## src/rtl/popcount_pattern_gen.sv

```systemverilog
// Enumerates every WIDTH-bit value with exactly k set bits, ascending, over a valid/ready stream.
// Optional POPGEN_GOSPER_EN replaces the linear candidate scan with Gosper's next-combination step.
//
// state  | meaning
// S_IDLE | waiting for start; k latched on acceptance
// S_SCAN | linear: test one candidate per cycle; Gosper: one-cycle issue gap before the next beat
// S_EMIT | out_valid held with out_data until out_ready
// S_DONE | enumeration finished; leaves once start drops
module popcount_pattern_gen #(
    parameter int WIDTH = 8,
    parameter int CW    = 4
) (
    input  logic             clock,
    input  logic             reset,
    input  logic             start,
    input  logic [CW-1:0]    count_k,
    output logic [WIDTH-1:0] out_data,
    output logic             out_valid,
    input  logic             out_ready,
    output logic             busy,
    output logic             done,
    output logic [WIDTH:0]   num_emitted
);

    typedef enum logic [1:0] {S_IDLE, S_SCAN, S_EMIT, S_DONE} state_t;

    state_t           state;
    logic [WIDTH-1:0] candidate;

`ifdef POPGEN_GOSPER_EN
    localparam int CTZW = $clog2(WIDTH + 1);

    logic [WIDTH:0]   g_x, g_c, g_r;
    logic [WIDTH-1:0] g_next, first_pat;
    logic [CTZW-1:0]  g_ctz;
    logic             g_last;

    // Division by the lowest set bit becomes a shift by its index.
    always_comb begin
        g_x   = {1'b0, candidate};
        g_c   = g_x & (~g_x + 1'b1);
        g_r   = g_x + g_c;
        g_ctz = '0;
        for (int i = WIDTH - 1; i >= 0; i--)
            if (candidate[i]) g_ctz = CTZW'(i);
        g_next = WIDTH'((((g_r ^ g_x) >> 2) >> g_ctz) | g_r);
        g_last = (candidate == '0) || g_r[WIDTH];
        first_pat = '0;
        for (int i = 0; i < WIDTH; i++)
            first_pat[i] = (CW'(i) < count_k);
    end
`else
    logic [CW-1:0] k_reg;
    logic [CW-1:0] cand_ones;

    always_comb begin
        cand_ones = '0;
        for (int i = 0; i < WIDTH; i++)
            cand_ones = cand_ones + CW'(candidate[i]);
    end
`endif

    always_ff @(posedge clock) begin
        if (!reset) begin
            state       <= S_IDLE;
            candidate   <= '0;
`ifndef POPGEN_GOSPER_EN
            k_reg       <= '0;
`endif
            out_data    <= '0;
            out_valid   <= 1'b0;
            busy        <= 1'b0;
            done        <= 1'b0;
            num_emitted <= '0;
        end else begin
            case (state)
                S_IDLE: begin
                    if (start) begin
                        num_emitted <= '0;
                        done        <= 1'b0;
`ifdef POPGEN_GOSPER_EN
                        if (count_k > CW'(WIDTH)) begin
                            candidate <= '0;
                            done      <= 1'b1;
                            state     <= S_DONE;
                        end else begin
                            candidate <= first_pat;
                            out_data  <= first_pat;
                            out_valid <= 1'b1;
                            busy      <= 1'b1;
                            state     <= S_EMIT;
                        end
`else
                        k_reg     <= count_k;
                        candidate <= '0;
                        busy      <= 1'b1;
                        state     <= S_SCAN;
`endif
                    end
                end
                S_SCAN: begin
`ifdef POPGEN_GOSPER_EN
                    out_data  <= candidate;
                    out_valid <= 1'b1;
                    state     <= S_EMIT;
`else
                    if (cand_ones == k_reg) begin
                        out_data  <= candidate;
                        out_valid <= 1'b1;
                        state     <= S_EMIT;
                    end else if (candidate == '1) begin
                        busy  <= 1'b0;
                        done  <= 1'b1;
                        state <= S_DONE;
                    end else begin
                        candidate <= candidate + 1'b1;
                    end
`endif
                end
                S_EMIT: begin
                    if (out_ready) begin
                        num_emitted <= num_emitted + 1'b1;
                        out_valid   <= 1'b0;
`ifdef POPGEN_GOSPER_EN
                        if (g_last) begin
`else
                        if (candidate == '1) begin
`endif
                            busy  <= 1'b0;
                            done  <= 1'b1;
                            state <= S_DONE;
                        end else begin
`ifdef POPGEN_GOSPER_EN
                            candidate <= g_next;
`else
                            candidate <= candidate + 1'b1;
`endif
                            state <= S_SCAN;
                        end
                    end
                end
                S_DONE: begin
                    if (!start) begin
                        done  <= 1'b0;
                        state <= S_IDLE;
                    end
                end
                default: state <= S_IDLE;
            endcase
        end
    end

endmodule

```

## config.mk

```make
export PLATFORM = sky130hd
export DESIGN_NAME = popcount_pattern_gen
export DESIGN_NICKNAME = d
export VERILOG_FILES = /design/src/rtl/popcount_pattern_gen.sv
export SDC_FILE = /design/constraint.sdc
export NUM_CORES = 1
export LEC_CHECK = 0
export ABC_AREA = 1
export CAP_MARGIN = 0
export CORE_MARGIN = 5
export CORE_UTILIZATION = 54
export DETAILED_ROUTE_END_ITERATION = 16
export PLACE_DENSITY = 0.79
export SLEW_MARGIN = 20
export SYNTH_ARGS = -nofsm -noshare
export SYNTH_HDL_FRONTEND = slang
export SYNTH_SLANG_ARGS = --single-unit
export TNS_END_PERCENT = 30
```

## constraint.sdc

```tcl
create_clock -name clock -period 4.57 [get_ports clock]
set_input_delay 0.914 -clock clock [delete_from_list [all_inputs] [get_ports clock]]
set_output_delay 0.914 -clock clock [all_outputs]
set_load 0.01 [all_outputs]
```

==> Word level (Yosys, flattened, before mapping) <==
Cells that the tools add are included.
{ "word_totals": {"register_bits": 34, "output_inout_bits": 20} }
{ "op_classes": {"n_addsub": 9, "n_eq_ne": 11, "n_mux": 29, "reduce_logical": 11} }
{ "ops": {"columns": ["cell", "count"], "rows": [
  ["8-bit 2-to-1 mux", 4],
  ["8-bit one-hot mux with 3 select lines", 1],
  ["9-bit 2-to-1 mux", 2],
  ["9-bit one-hot mux with 2 select lines", 1],
  ["4-bit by 1-bit adder with 4-bit output", 4],
  ["2-bit 2-to-1 mux", 6],
  ["4-bit AND reduction", 3],
  ["1-bit 2-to-1 mux", 11],
  ["2-bit != test (second input constant)", 5],
  ["9-bit by 1-bit adder with 9-bit output (second input constant)", 1],
  ["8-bit by 1-bit adder with 8-bit output (second input constant)", 1],
  ["8-bit == test (second input constant)", 1],
  ["2-bit one-hot mux with 4 select lines", 1],
  ["3-bit AND reduction", 2],
  ["3-bit by 1-bit adder with 4-bit output", 1],
  ["2-bit == test (second input constant)", 2],
  ["4-bit == test", 1],
  ["1-bit one-hot mux with 4 select lines", 1],
  ["2-bit AND reduction", 2],
  ["2-bit nonzero test", 2],
  ["2-bit by 1-bit adder with 3-bit output", 1],
  ["3-bit != test (second input constant)", 1],
  ["1-bit one-hot mux with 3 select lines", 1],
  ["3-bit nonzero test", 1],
  ["4 further kinds", 4]
]} }

==> Logic depth before layout (Yosys ltp) <==
{ "logic_depth": {"depth_word": 10, "mapped_depth": 20, "ltp_nobuf": 20} }

==> Worst setup path after synthesis <==
Ideal clock, no wire load.
{ "synth_timing": {"kind": "register to register", "start": "register candidate[0]", "end": "register candidate[4]", "setup_time_ps": 113, "arrival_ps": 3370, "required_ps": 4457, "path_slack_ps": 1087, "stages_incl_launch_ff": 18, "n_path_buf": 1, "period_less_slack_ps": 3483, "cell_sequence": "dfxtp_1 inv_1 fa_1 fa_1 fa_1 inv_1 ha_1 inv_1 fa_1 xor2_1 nand2_1 nor2_4 nand3_4 nand3_4 buf_6 nand2_1 nand2_1 nor2_1"} }
{ "synth_between": {"elab_chain_len": 10, "elab_cells_between_ends": 16} }
{ "synth_rtl": {"columns": ["item", "line_no", "rtl"], "rows": [
  ["start: declaration", "28", "logic [WIDTH-1:0] candidate;"],
  ["start signal: assignment", "116", "candidate <= candidate + 1'b1;"],
  ["start signal: assignment", "136", "candidate <= candidate + 1'b1;"],
  ["1-bit by 1-bit adder with 2-bit output", "59", "cand_ones = cand_ones + CW'(candidate[i]);"],
  ["2-bit by 1-bit adder with 3-bit output", "59", null],
  ["3-bit by 1-bit adder with 4-bit output", "59", null],
  ["4-bit by 1-bit adder with 4-bit output (4 in a row)", "59", null],
  ["4-bit == test", "107", "if (cand_ones == k_reg) begin"],
  ["2-bit != test (no source line)", null, null],
  ["4-bit AND reduction (no source line)", null, null]
]} }
Several ways; a longest one is shown, not always the timed one. The select of a mux whose other input is x is not followed.
A chain may end at the register's enable or synchronous reset.

==> Worst setup path in the final report <==
{ "layout_timing": {"start": "register candidate[0]", "end": "register out_data[1]"} }
{ "layout_between": {"elab_chain_len": 9} }
{ "layout_rtl": {"columns": ["item", "line_no", "rtl"], "rows": [
  ["1-bit by 1-bit adder with 2-bit output", "59", null],
  ["2-bit by 1-bit adder with 3-bit output", "59", null],
  ["3-bit by 1-bit adder with 4-bit output", "59", null],
  ["4-bit by 1-bit adder with 4-bit output (4 in a row)", "59", null],
  ["4-bit == test", "107", null],
  ["2-bit AND reduction (no source line)", null, null],
  ["end signal: assignment", "108", "out_data <= candidate;"],
  ["end: declaration", "17", "output logic [WIDTH-1:0] out_data,"]
]} }
No other way between the ends.

==> flow_metrics.env <==
export IMPL_path_class="register to register"
export IMPL_worstMarginPinSlew_ps=435.5
export IMPL_synth_xor_area_frac=0.008658
export IMPL_maxCapViolations=0
export IMPL_critical_path_startpoint="candidate[0]"
export IMPL_fin_util=0.6718
export IMPL_crit_path_end="out_data[1]"
export IMPL_start_util=0.5568
export IMPL_clk_latency_ps=290
export IMPL_synth_fa_ha_area_frac=0.1014
export IMPL_ant_nets=0
export IMPL_critPathRequiredTime_ps=4800
export IMPL_avgRoutedWirePerCell_um=11.92
export IMPL_wl_mm=4.290
export IMPL_rr_startpoint="candidate[0]"
export IMPL_top_register="num_emitted"
export IMPL_grt_max_degree=22
export IMPL_netlist_top_cells_area="dfxtp_1 (34%), nand2_1 (11%), a21oi_1 (7.7%), ha_1 (6.2%), inv_1 (5.9%)"
export IMPL_grt_overflow_total=0
export IMPL_n_antenna_cell=0
export IMPL_timing_final_crit_share=0.8101
export IMPL_hold_class="register to register"
export IMPL_cts_resized=0
export IMPL_tns_ps=0
export IMPL_cts_setup_buffers=0
export IMPL_dp_hpwl_mm=3.117
export IMPL_vdd_drop_max_mv=0.3853
export IMPL_worst_clock_skew_ps=5.169
export IMPL_finalHoldViolCount=0
export IMPL_die_y_um=71.21
export IMPL_reg2reg_slack_ps=870
export IMPL_yosysUniqueCellTypes=34
export IMPL_gp_congestion=0.8414
export IMPL_leakagePower_nw=1.027
export IMPL_final_nets=333
export IMPL_seq_area_frac_synth=0.3364
export IMPL_drive_gt1_frac=0.1090
export IMPL_cts_buffer_depth=2
export IMPL_setup_viol=0
export IMPL_grt_pass1_wl_mm=7.362
export IMPL_cts_tree="yes"
export IMPL_cp_start_kind="register"
export IMPL_vias=1833
export IMPL_synth_top_family_by_area="simple AND/OR/NAND/NOR gates"
export IMPL_die_area_um2=5071
export IMPL_clockPowerShare=0.168
export IMPL_synth_top_area_cell="dfxtp_1"
export IMPL_relSlewSlack=0.7097
export IMPL_grt_pass1_vias=1602
export IMPL_drc=0
export IMPL_rsz0062_at_grt="no"
export IMPL_htreeDepth=2
export IMPL_cts_buffers=5
export IMPL_pin_count=28
export IMPL_cp_arrival_ps=3930
export IMPL_drtPass1Iterations=4
export IMPL_switching_share=0.4448
export IMPL_worstSetupEndpointType="register"
export IMPL_yosysWarnings=0
export IMPL_syn_area_um2=2023
export IMPL_p_int_w=0.0008705
export IMPL_cts_hold_buffers=0
export IMPL_reg_largest_list="num_emitted x9, candidate x8, out_data x8"
export IMPL_port_buffers=27
export IMPL_seqPwrFrac=0.279
export IMPL_rows=22
export IMPL_synth_compound_area_frac=0.1429
export IMPL_max_clock_freq_mhz=270.1
export IMPL_net_switching_power_w=0.0006973
export IMPL_cts_root_buf="clkbuf_8"
export IMPL_synth_simple_area_share=0.3247
export IMPL_yosysTopAreaCellShare=0.3364
export IMPL_postSynthCellCount=280
export IMPL_clk_pin_slew_worst_paths_ps=70
export IMPL_avgViaCountPerCell=5.092
export IMPL_grtUsageTotal=0.1817
export IMPL_final_area_um2=2441
export IMPL_cts_sinks=34
export IMPL_drt_iter0_drc=130
export IMPL_place_area_um2=2331
export IMPL_ys_ff_latch=34
export IMPL_outcome="finished, final reports clean"
export IMPL_largest_reg_flops=9
export IMPL_die_w_um=71.21
export IMPL_area_delta_synth_final_pct=20.66
export IMPL_synth_nets=302
export IMPL_ff2ff_path_depth=15
export IMPL_synth_area_mux_share=0
export IMPL_core_area_um2=3633
export IMPL_antenna_found_initial=0
export IMPL_synth_area_per_cell_um2=7.226
export IMPL_crit_fanout=16
export IMPL_post_route_min_period_ps=3702
export IMPL_p_comb_frac=0.553
export IMPL_timing_rr_end="out_data[1]"
export IMPL_powerDensity_nw_per_um2=642.2
export IMPL_final_max_slew_viol_count=0
-- layout make-up --
cell class	instances	area [µm²]
repair buffers	28	277.8
well taps	48	60.06
multi-input cells	204	1169
fillers	329	1192
inverters	38	143.9
clock buffers	8	110.1
flip-flops and latches	34	680.7
-- how the worst min path moves through the flow --
stage / start / end / slack [ps] / cells after the start
finish: busy / busy / 470 / 2
global route: out_valid / out_valid / 500 / 2
CTS: busy / busy / 470 / 2
detailed placement: busy / busy / 460 / 2
global placement: busy / busy / 460 / 2
floorplan: k_reg[2] / k_reg[2] / 450 / 2
-- synth_stat cells --
cell,instances
nand2_1,61
nor3b_1,2
nor3_1,2
nand3_2,2
o21ai_2,2
clkinv_2,1
o21ai_1,1
nand2_4,2
dfxtp_1,34
xnor2_1,1
nand2_2,5
a21oi_1,31
o21a_1,1
nor3b_2,1
clkbuf_1,2
clkinv_1,1
nor2_1,32
o21ai_0,13
nand3_1,18
inv_1,32
nand4_1,4
ha_1,10
nor3_4,1
a21oi_4,1
nand3_4,2
a21boi_1,1
buf_6,2
or2_2,1
o21bai_1,2
nor2_4,1
xor2_1,1
inv_2,4
nor2_2,2
fa_1,4
-- routing by layer --
metal  up-vias  GRT usage  wire, µm
met2        27     0.2704      1935
li1        964          -         -
met1       834     0.2457      2094
met3         8    0.04909       172
met4         0    0.08142        88
met5         -          0         0
-- worst max-delay path, cell delays in order, from the launching register on --
cell and delay [ps]:
dfxtp_1 360, inv_1 120, fa_1 560, fa_1 420, fa_1 430, inv_1 70, ha_1 160, inv_1 50
fa_1 500, xor2_1 150, nand2_1 100, nor2_4 150, nand3_4 130, clkinv_2 190, o21ai_0 110, a21oi_1 120
-- placed cells by master (no fill, tap or decap), types with 8 or more instances in the layout --
| cell | n |
|---|---|
| nand3_1 | 18 |
| clkdlybuf4s50_1 | 27 |
| dfxtp_1 | 34 |
| clkbuf_8 | 8 |
| o21ai_0 | 13 |
| nor2_1 | 32 |
| a21oi_1 | 31 |
| ha_1 | 10 |
| inv_1 | 32 |
| nand2_1 | 61 |
-- per-stage QoR --
stage | setup WS [ps] | hold WS, ps | std cells | power (W)
CTS | 868.6 | 474.5 | 360 | 0.001578
finish | 868.0 | 465.3 | 360 | 0.001568
global route | 603.8 | 501.5 | 360 | 0.001718
floorplan | 1087 | 445.1 | 280 | 0.001112
detailed placement | 880.7 | 458.6 | 352 | 0.001303
global placement | 1010 | 457.7 | 352 | 0.001286
-- cell families after synthesis --
group,count (synthesis)
flops,34
buf+inv,42
simple gates,136
fa+ha+maj,14
compound gates,52
xor+xnor,2
-- power groups by stage --
stage               Combinational [W]  Sequential, W  Clock (W)
global placement             0.000844       0.000442          0
detailed placement           0.000861       0.000442          0
CTS                          0.000870       0.000436   0.000272
finish                       0.000867       0.000437   0.000264
floorplan                    0.000659       0.000453          0
global route                 0.000982       0.000448   0.000288
Power figures use the tool's default switching activity.
